==> src/rtl/vga_ram_lane_streamer_pkg.sv <==
// Shared definitions for the VGA RAM lane streamer: state encoding and the
// default row geometry also used by the VGA RAM and its reader.
package vga_ram_lane_streamer_pkg;

  localparam int LANE_W_DEF    = 8;
  localparam int NUM_LANES_DEF = 128;
  localparam int IDX_W_DEF     = 8;

  typedef enum logic {
    ST_IDLE   = 1'b0,
    ST_STREAM = 1'b1
  } state_t;

endpackage

==> src/rtl/vga_ram_lane_streamer_lane_sel.sv <==
// Combinational lane selector over a packed row word; an index beyond the
// last lane falls back to lane 0.
module vga_ram_lane_sel
  import vga_ram_lane_streamer_pkg::*;
#(
  parameter int LANE_W    = LANE_W_DEF,
  parameter int NUM_LANES = NUM_LANES_DEF,
  parameter int IDX_W     = IDX_W_DEF
) (
  input  logic [LANE_W*NUM_LANES-1:0] bus,
  input  logic [IDX_W-1:0]            idx,
  output logic [LANE_W-1:0]           lane
);

  logic [LANE_W-1:0] lanes [NUM_LANES];

  for (genvar g = 0; g < NUM_LANES; g++) begin : g_lane
    assign lanes[g] = bus[g*LANE_W +: LANE_W];
  end

  always_comb begin
    lane = lanes[0];
    for (int i = 0; i < NUM_LANES; i++) begin
      if (idx == IDX_W'(i)) lane = lanes[i];
    end
  end

endmodule

==> src/rtl/vga_ram_lane_streamer.sv <==
// Snapshots one VGA RAM row word and streams a wrapping run of its lanes
// over a valid/ready handshake.
//
//   state     | meaning
//   ----------+-------------------------------------------------------------
//   ST_IDLE   | no burst in progress; load_ready=1, a load may start a burst
//   ST_STREAM | burst in progress; out_valid=1 until the last beat is taken
module vga_ram_lane_streamer
  import vga_ram_lane_streamer_pkg::*;
#(
  parameter int LANE_W    = LANE_W_DEF,
  parameter int NUM_LANES = NUM_LANES_DEF,
  parameter int IDX_W     = IDX_W_DEF
) (
  input  logic                        clk,
  input  logic                        rst,
  input  logic [LANE_W*NUM_LANES-1:0] bus_in,
  input  logic                        load_valid,
  output logic                        load_ready,
  input  logic [IDX_W-1:0]            start_idx,
  input  logic [IDX_W:0]              count,
  output logic [LANE_W-1:0]           out_data,
  output logic [IDX_W-1:0]            out_idx,
  output logic                        out_valid,
  input  logic                        out_ready,
  output logic                        out_last,
  output logic                        busy,
  output logic                        err
);

  localparam logic [IDX_W:0]   NUM_CNT  = (IDX_W+1)'(NUM_LANES);
  localparam logic [IDX_W-1:0] LAST_IDX = IDX_W'(NUM_LANES - 1);

  state_t                      state;
  logic [LANE_W*NUM_LANES-1:0] snap;
  logic [IDX_W-1:0]            idx;
  logic [IDX_W:0]              rem;

  logic                        start_ok;
  logic [IDX_W-1:0]            eff_start;
  logic [IDX_W:0]              eff_cnt;
  logic [IDX_W-1:0]            idx_next;

  always_comb begin
    start_ok  = ({1'b0, start_idx} < NUM_CNT);
    eff_start = start_ok ? start_idx : '0;
    eff_cnt   = (count > NUM_CNT) ? NUM_CNT : count;
    idx_next  = (idx == LAST_IDX) ? '0 : idx + IDX_W'(1);
  end

  // Gated by rst so the loader never sees ready while the block is held.
  assign load_ready = (state == ST_IDLE) && !rst;
  assign out_idx    = idx;

  // out_data comes only from the snapshot, so bus_in never reaches it directly.
  vga_ram_lane_sel #(
    .LANE_W    (LANE_W),
    .NUM_LANES (NUM_LANES),
    .IDX_W     (IDX_W)
  ) u_lane_sel (
    .bus  (snap),
    .idx  (idx),
    .lane (out_data)
  );

  always_ff @(posedge clk or posedge rst) begin
    if (rst) begin
      state     <= ST_IDLE;
      snap      <= '0;
      idx       <= '0;
      rem       <= '0;
      out_valid <= 1'b0;
      out_last  <= 1'b0;
      busy      <= 1'b0;
      err       <= 1'b0;
    end else begin
      case (state)
        ST_IDLE: begin
          if (load_valid) begin
            snap <= bus_in;
            err  <= !start_ok;
            if (eff_cnt != '0) begin
              state     <= ST_STREAM;
              idx       <= eff_start;
              rem       <= eff_cnt;
              out_valid <= 1'b1;
              out_last  <= (eff_cnt == (IDX_W+1)'(1));
              busy      <= 1'b1;
            end
          end
        end
        ST_STREAM: begin
          if (out_ready) begin
            if (rem == (IDX_W+1)'(1)) begin
              state     <= ST_IDLE;
              out_valid <= 1'b0;
              out_last  <= 1'b0;
              busy      <= 1'b0;
              rem       <= '0;
            end else begin
              idx      <= idx_next;
              rem      <= rem - (IDX_W+1)'(1);
              out_last <= (rem == (IDX_W+1)'(2));
            end
          end
        end
        default: begin
          state     <= ST_IDLE;
          out_valid <= 1'b0;
          out_last  <= 1'b0;
          busy      <= 1'b0;
        end
      endcase
    end
  end

endmodule

==> config.mk <==
export PLATFORM = sky130hd
export DESIGN_NAME = vga_ram_lane_streamer
export DESIGN_NICKNAME = d
export VERILOG_FILES = /design/src/rtl/vga_ram_lane_streamer_pkg.sv /design/src/rtl/vga_ram_lane_streamer_lane_sel.sv /design/src/rtl/vga_ram_lane_streamer.sv
export SDC_FILE = /design/constraint.sdc
export NUM_CORES = 2
export LEC_CHECK = 0
export CAP_MARGIN = 20
export CORE_AREA = 2 2 420 422
export CTS_BUF_LIST = sky130_fd_sc_hd__clkbuf_4
export CTS_CLUSTER_SIZE = 20
export DETAILED_ROUTE_END_ITERATION = 8
export DIE_AREA = 0 0 422 424
export PLACE_DENSITY = 0.52
export SLEW_MARGIN = 25
export SYNTH_ARGS = -nofsm -noshare
export SYNTH_HDL_FRONTEND = slang
export SYNTH_SLANG_ARGS = --single-unit
==> constraint.sdc <==
create_clock -name clk -period 36.1 [get_ports clk]
set_input_delay 7.22 -clock clk [delete_from_list [all_inputs] [get_ports clk]]
set_output_delay 7.22 -clock clk [all_outputs]
set_load 0.05 [all_outputs]
# [Word level (Yosys, flattened, before mapping)]
# Index checks and enable logic that the tools add are counted.
[totals] regBits=1045 input_bits=1045 out_inout_bits=21 wordCells=310
[op_classes] addsub=2 n_lt_le_gt_ge=2 n_eq_ne=135 mux=155 bitwise=1 n_reduce_logical=8
[ops] cell="$mux 8" count=133
[ops] cell="$eq 8x7->1 const B" count=64
[ops] cell="$eq 8x6->1 const B" count=32
[ops] cell="$eq 8x5->1 const B" count=16
[ops] cell="$eq 8x4->1 const B" count=8
[ops] cell="$mux 9" count=5
[ops] cell="$eq 8x3->1 const B" count=4
[ops] cell="$eq 9x1->1 const B" count=2
[ops] cell="$pmux 9 s2" count=1
[ops] cell="$eq 8x2->1 const B" count=2
[ops] cell="$pmux 8 s2" count=1
[ops] cell="$mux 1" count=12
[ops] cell="$eq 9x2->1 const B" count=1
[ops] cell="$gt 9x8->1 const B" count=1
[ops] cell="$reduce_bool 9->1" count=1
[ops] cell="$sub 9x1->9 const B" count=1
[ops] cell="$add 8x1->8 const B" count=1
[ops] cell="$eq 8x1->1 const B" count=1
[ops] cell="$lt 8x8->1 const B" count=1
[ops] cell="$reduce_and 4->1" count=2
[ops] cell="$ne 2x2->1 const B" count=3
[ops] cell="$pmux 1 s2" count=3
[ops] cell="$ne 2x1->1 const B" count=2
[ops] cell="$reduce_and 3->1" count=1
[ops] cell="other kinds (4)" count=5

# [Logic depth before layout (Yosys ltp)]
[logic_depth] ltp_word=128 mapped_depth=16 mapped_depth_nobuf=11

# [Modules after synthesis]
# From an unflattened synthesis, not the netlist that was laid out.
[unflattened] hier_cells=6654 area_unflattened_um2=52905.7
[modules_own_cells] mod="vga_ram_lane_streamer" n_inst=1 cells_each=4487 area_per_inst_um2=39465.4 seq_area_each_um2=26150.1
[modules_own_cells] mod="vga_ram_lane_sel" n_inst=1 cells_each=2167 area_per_inst_um2=13440.4 seq_area_each_um2=0.0

# [Worst setup path after synthesis]
# OpenSTA, ideal clock, no wires.
[synth_path] path_type="in2out" from="input port rst" to="output port load_ready" arrival_ns=7.865 required_time_ns=28.880 setup_slack_ns=21.015 stages=1 path_buffers=0 cell_sequence="nor2_1"
[synth_via] elab_chain_len=2
[synth_lines] element="from (decl)" line_no="vga_ram_lane_streamer.sv:16" text="input logic rst,"
[synth_lines] element="$logic_not 1->1 (no source line)"
[synth_lines] element="$logic_and 1x1->1" line_no="vga_ram_lane_streamer.sv:52" text="assign load_ready = (state == ST_IDLE) && !rst;"
[synth_lines] element="to (decl)" line_no="vga_ram_lane_streamer.sv:19" text="output logic load_ready,"
# No other way between the ends.

# [Final worst setup path]
[layout_path] from="register idx[3], in the netlist out_idx[3]" to="output port out_data[2]"
[layout_via] elab_chain_len=128 elab_cells_between_ends=254 cone_classes="eq/ne: 127; mux: 127"
[layout_lines] element="from (decl)" line_no="vga_ram_lane_streamer.sv:36" text="logic [IDX_W-1:0] idx;"
[layout_lines] element="from (signal assigned)" line_no="vga_ram_lane_streamer.sv:84" text="idx <= eff_start;"
[layout_lines] element="from (signal assigned)" line_no="vga_ram_lane_streamer.sv:101" text="idx <= idx_next;"
[layout_lines] element="$eq 8x1->1" line_no="vga_ram_lane_streamer_lane_sel.sv:24" text="if (idx == IDX_W'(i)) lane = lanes[i];"
[layout_lines] element="$mux 8 (126 in a row)" line_no="vga_ram_lane_streamer_lane_sel.sv:24"
[layout_lines] element="$mux 8 *" line_no="vga_ram_lane_streamer_lane_sel.sv:24"
[layout_lines] element="to (decl)" line_no="vga_ram_lane_streamer.sv:22" text="output logic [LANE_W-1:0] out_data,"
# Every way passes the cells marked *; elsewhere a longest branch is shown, timed or not.

==> reports/results.ini <==
[run_status]
status=finished clean

[placed_design]
dp_hpwl_um=252000
io_buffers=1065
place_inst=9844
dpl_cell_area_um2=65800
globalplace.congestion=0.977
dpl_worst_slack_ns=20.26

[die]
coreArea_um2=175000
start_util=0.302
die_h_um=424
die-area_um2=179000
rows=154
io_pins=1066
die_w_um=422

[drt]
antenna_left=0
drt-pass1-iter-count=6
wire_per_inst_um=32.3
dr.first_iter.drc_count=7347
wirelength_um=336000
via_count=58400
avgViaCountPerCell=5.60
route.detailed.drc=0

[clock_tree]
cts.sinks=1045
cts_setup_buffers=0
postCtsHoldBufs=0
clkTransAtPathRegs_ns=0.06
post_cts_resize_count=0
htree_levels=5
numCtsBuffers=324
clk_latency_ns=1.38
cts_tree=yes
cts_root_buffer=clkbuf_4
clockBufferDepth=4

[finish]
syn2layout_area_growth_pct=31.7
n_fill_cell=18500
layout_commonest_cell=nand2_1
layout.nets=8884
drive_gt1_frac=0.0899
finalInstanceArea_um2=69700
mostFrequentLayoutCells=3321 x nand2_1, 1065 x clkdlybuf4s50_1, 1039 x dfrtp_1
stdcell_count=10400
final_core_util=0.398

[synthesis]
yosysUniqueCellTypes=103
synth_warnings=0
async_reset_ff_frac=1.00
ys_ff_latch=1045
synthTopCellsByArea=dfrtp_1 49%, nand2_1 24%, a21oi_1 2.6%, o21ai_0 2.4%, clkbuf_1 2.2%
synth-edff-count=0
synth_top_area_share=0.494
postSynthAreaPerCell_um2=7.78
ys.flop_type=dfrtp_1
synth_nets=7850
synth_top_area_cell=dfrtp_1
yosysSeqAreaShare=0.494
syn_area_um2=52900
netlist_instances=6798

[power_and_ir_drop]
ir_worst_vdd_v=0.0000611
finalPower_mw=6.37
power.leakage_nw=32.8
p_per_area_nw_per_um2=91.5

[timing]
setup_tns_ns=0
tightest_slew_ns=1.21
setup_viol=0
hold_viol_final=0
fin_crit_sh=0.444
timing.max_slew.rel_slack=0.190
timing.final.ws_setup_ns=20.06
rsz0062_at_grt=false
final_max_slew_viol_count=0
period_minus_slack_ns=16.04
max_freq_mhz=62.3
clock_skew_ns=0.0817
holdWs_ns=0.469

[grt]
antenna_found_initial=71
track_usage=0.365
first_global_vias=57200
grt-ovfl-total=0
grt_pass1_wl_um=457000
grt_max_degree=197

[min_path]
hold_class=flip-flop to flip-flop

[setup_path]
critPathKind=flip-flop to output pin
critPathArrivalTime_ns=8.82
worstPathRequired_ns=28.88
cp-start-kind=flip-flop
crit_fanout=59
end_kind=output pin

[job]
drv_cap=0

-- layer usage --
metal / share of wire / wire, um / track usage / vias up
met1: 0.38 / 129000 / 0.444 / 28700
li1: - / - / - / 25100
met3: 0.083 / 27800 / 0.0788 / 991
met2: 0.45 / 150000 / 0.559 / 3574
met5: 0.00027 / 91 / 0 / -
met4: 0.089 / 29800 / 0.294 / 14
-- worst paths after layout --
check / start / end / slack (ns) / cells past startpoint
min in group asynchronous: rst / busy$_DFFE_PP0P_ / 6.34 / 3
worst min-delay path: snap[852]$_DFFE_PP0P_ / snap[852]$_DFFE_PP0P_ / 0.47 / 2
worst min register to register: snap[852]$_DFFE_PP0P_ / snap[852]$_DFFE_PP0P_ / 0.47 / 2
worst max register to register: state$_DFF_PP0_ / snap[544]$_DFFE_PP0P_ / 31.79 / 8
max in group asynchronous: rst / snap[983]$_DFFE_PP0P_ / 25.50 / 8
worst max-delay path: out_idx[3]$_DFFE_PP0P_ / out_data[2] / 20.06 / 12
-- cells in the mapped netlist, drive strengths merged (18+ instances only) --
master / number
inv: 23
nand3b: 21
o21ai: 264
o221ai: 55
nand2b: 37
nand2: 3323
o22a: 18
nand3: 74
nand4: 19
a211oi: 43
nor2b: 30
nor2: 245
clkbuf: 315
a22oi: 56
a2111oi: 29
o31ai: 22
a21o: 20
a221oi: 79
o211ai: 53
a221o: 22
a31oi: 52
nor4: 24
dfrtp: 1045
a21oi: 273
o21a: 19
o22ai: 115
buf: 181
nor3: 82
-- logic make-up after synthesis --
kind of cell	count (synthesis)	share of synthesized area
simple gates	3956	0.301
compound gates	1264	0.160
flops	1045	0.494
buf+inv	520	0.0418
fa+ha+maj	7	0.00166
mux	4	0.000780
xor+xnor	2	0.000331
-- power by group --
part / switching (mW) / leakage, nW / internal (mW)
clock network: 0.567 / 2.25 / 0.592
logic: 1.89 / 17.5 / 0.851
registers: 0.716 / 13.0 / 1.76
total: 3.17 / 32.8 / 3.21
-- critical path, cell delays in order, from the launching register on --
cell,delay [ns]
dfrtp_4,0.84
buf_4,0.81
nand2b_2,0.51
buf_4,0.57
a211oi_1,0.14
o31ai_1,0.77
a21oi_1,0.41
a211oi_1,0.43
o211a_1,0.27
nand3_1,0.38
nor3_1,0.97
o31ai_1,0.39
clkdlybuf4s50_1,0.80
-- sequential cells by signal, summed over array words and instances, names as in the netlist --
| name | cells |
|---|---|
| busy | 1 |
| err | 1 |
| out_idx | 8 |
| out_last | 1 |
| rem | 9 |
| snap | 1024 |
| state | 1 |
-- area by class of cell --
type,count,area (um^2),area share
sequential,1045,26200,0.375
multi-input combinational,5233,24900,0.357
timing repair buffer,1204,11800,0.169
clock buffer,461,3460,0.0497
tap,2340,2930,0.0420
clock inverter,52,254,0.00364
antenna,57,143,0.00205
inverter,24,93.8,0.00135
Power figures use the tool's default switching activity.
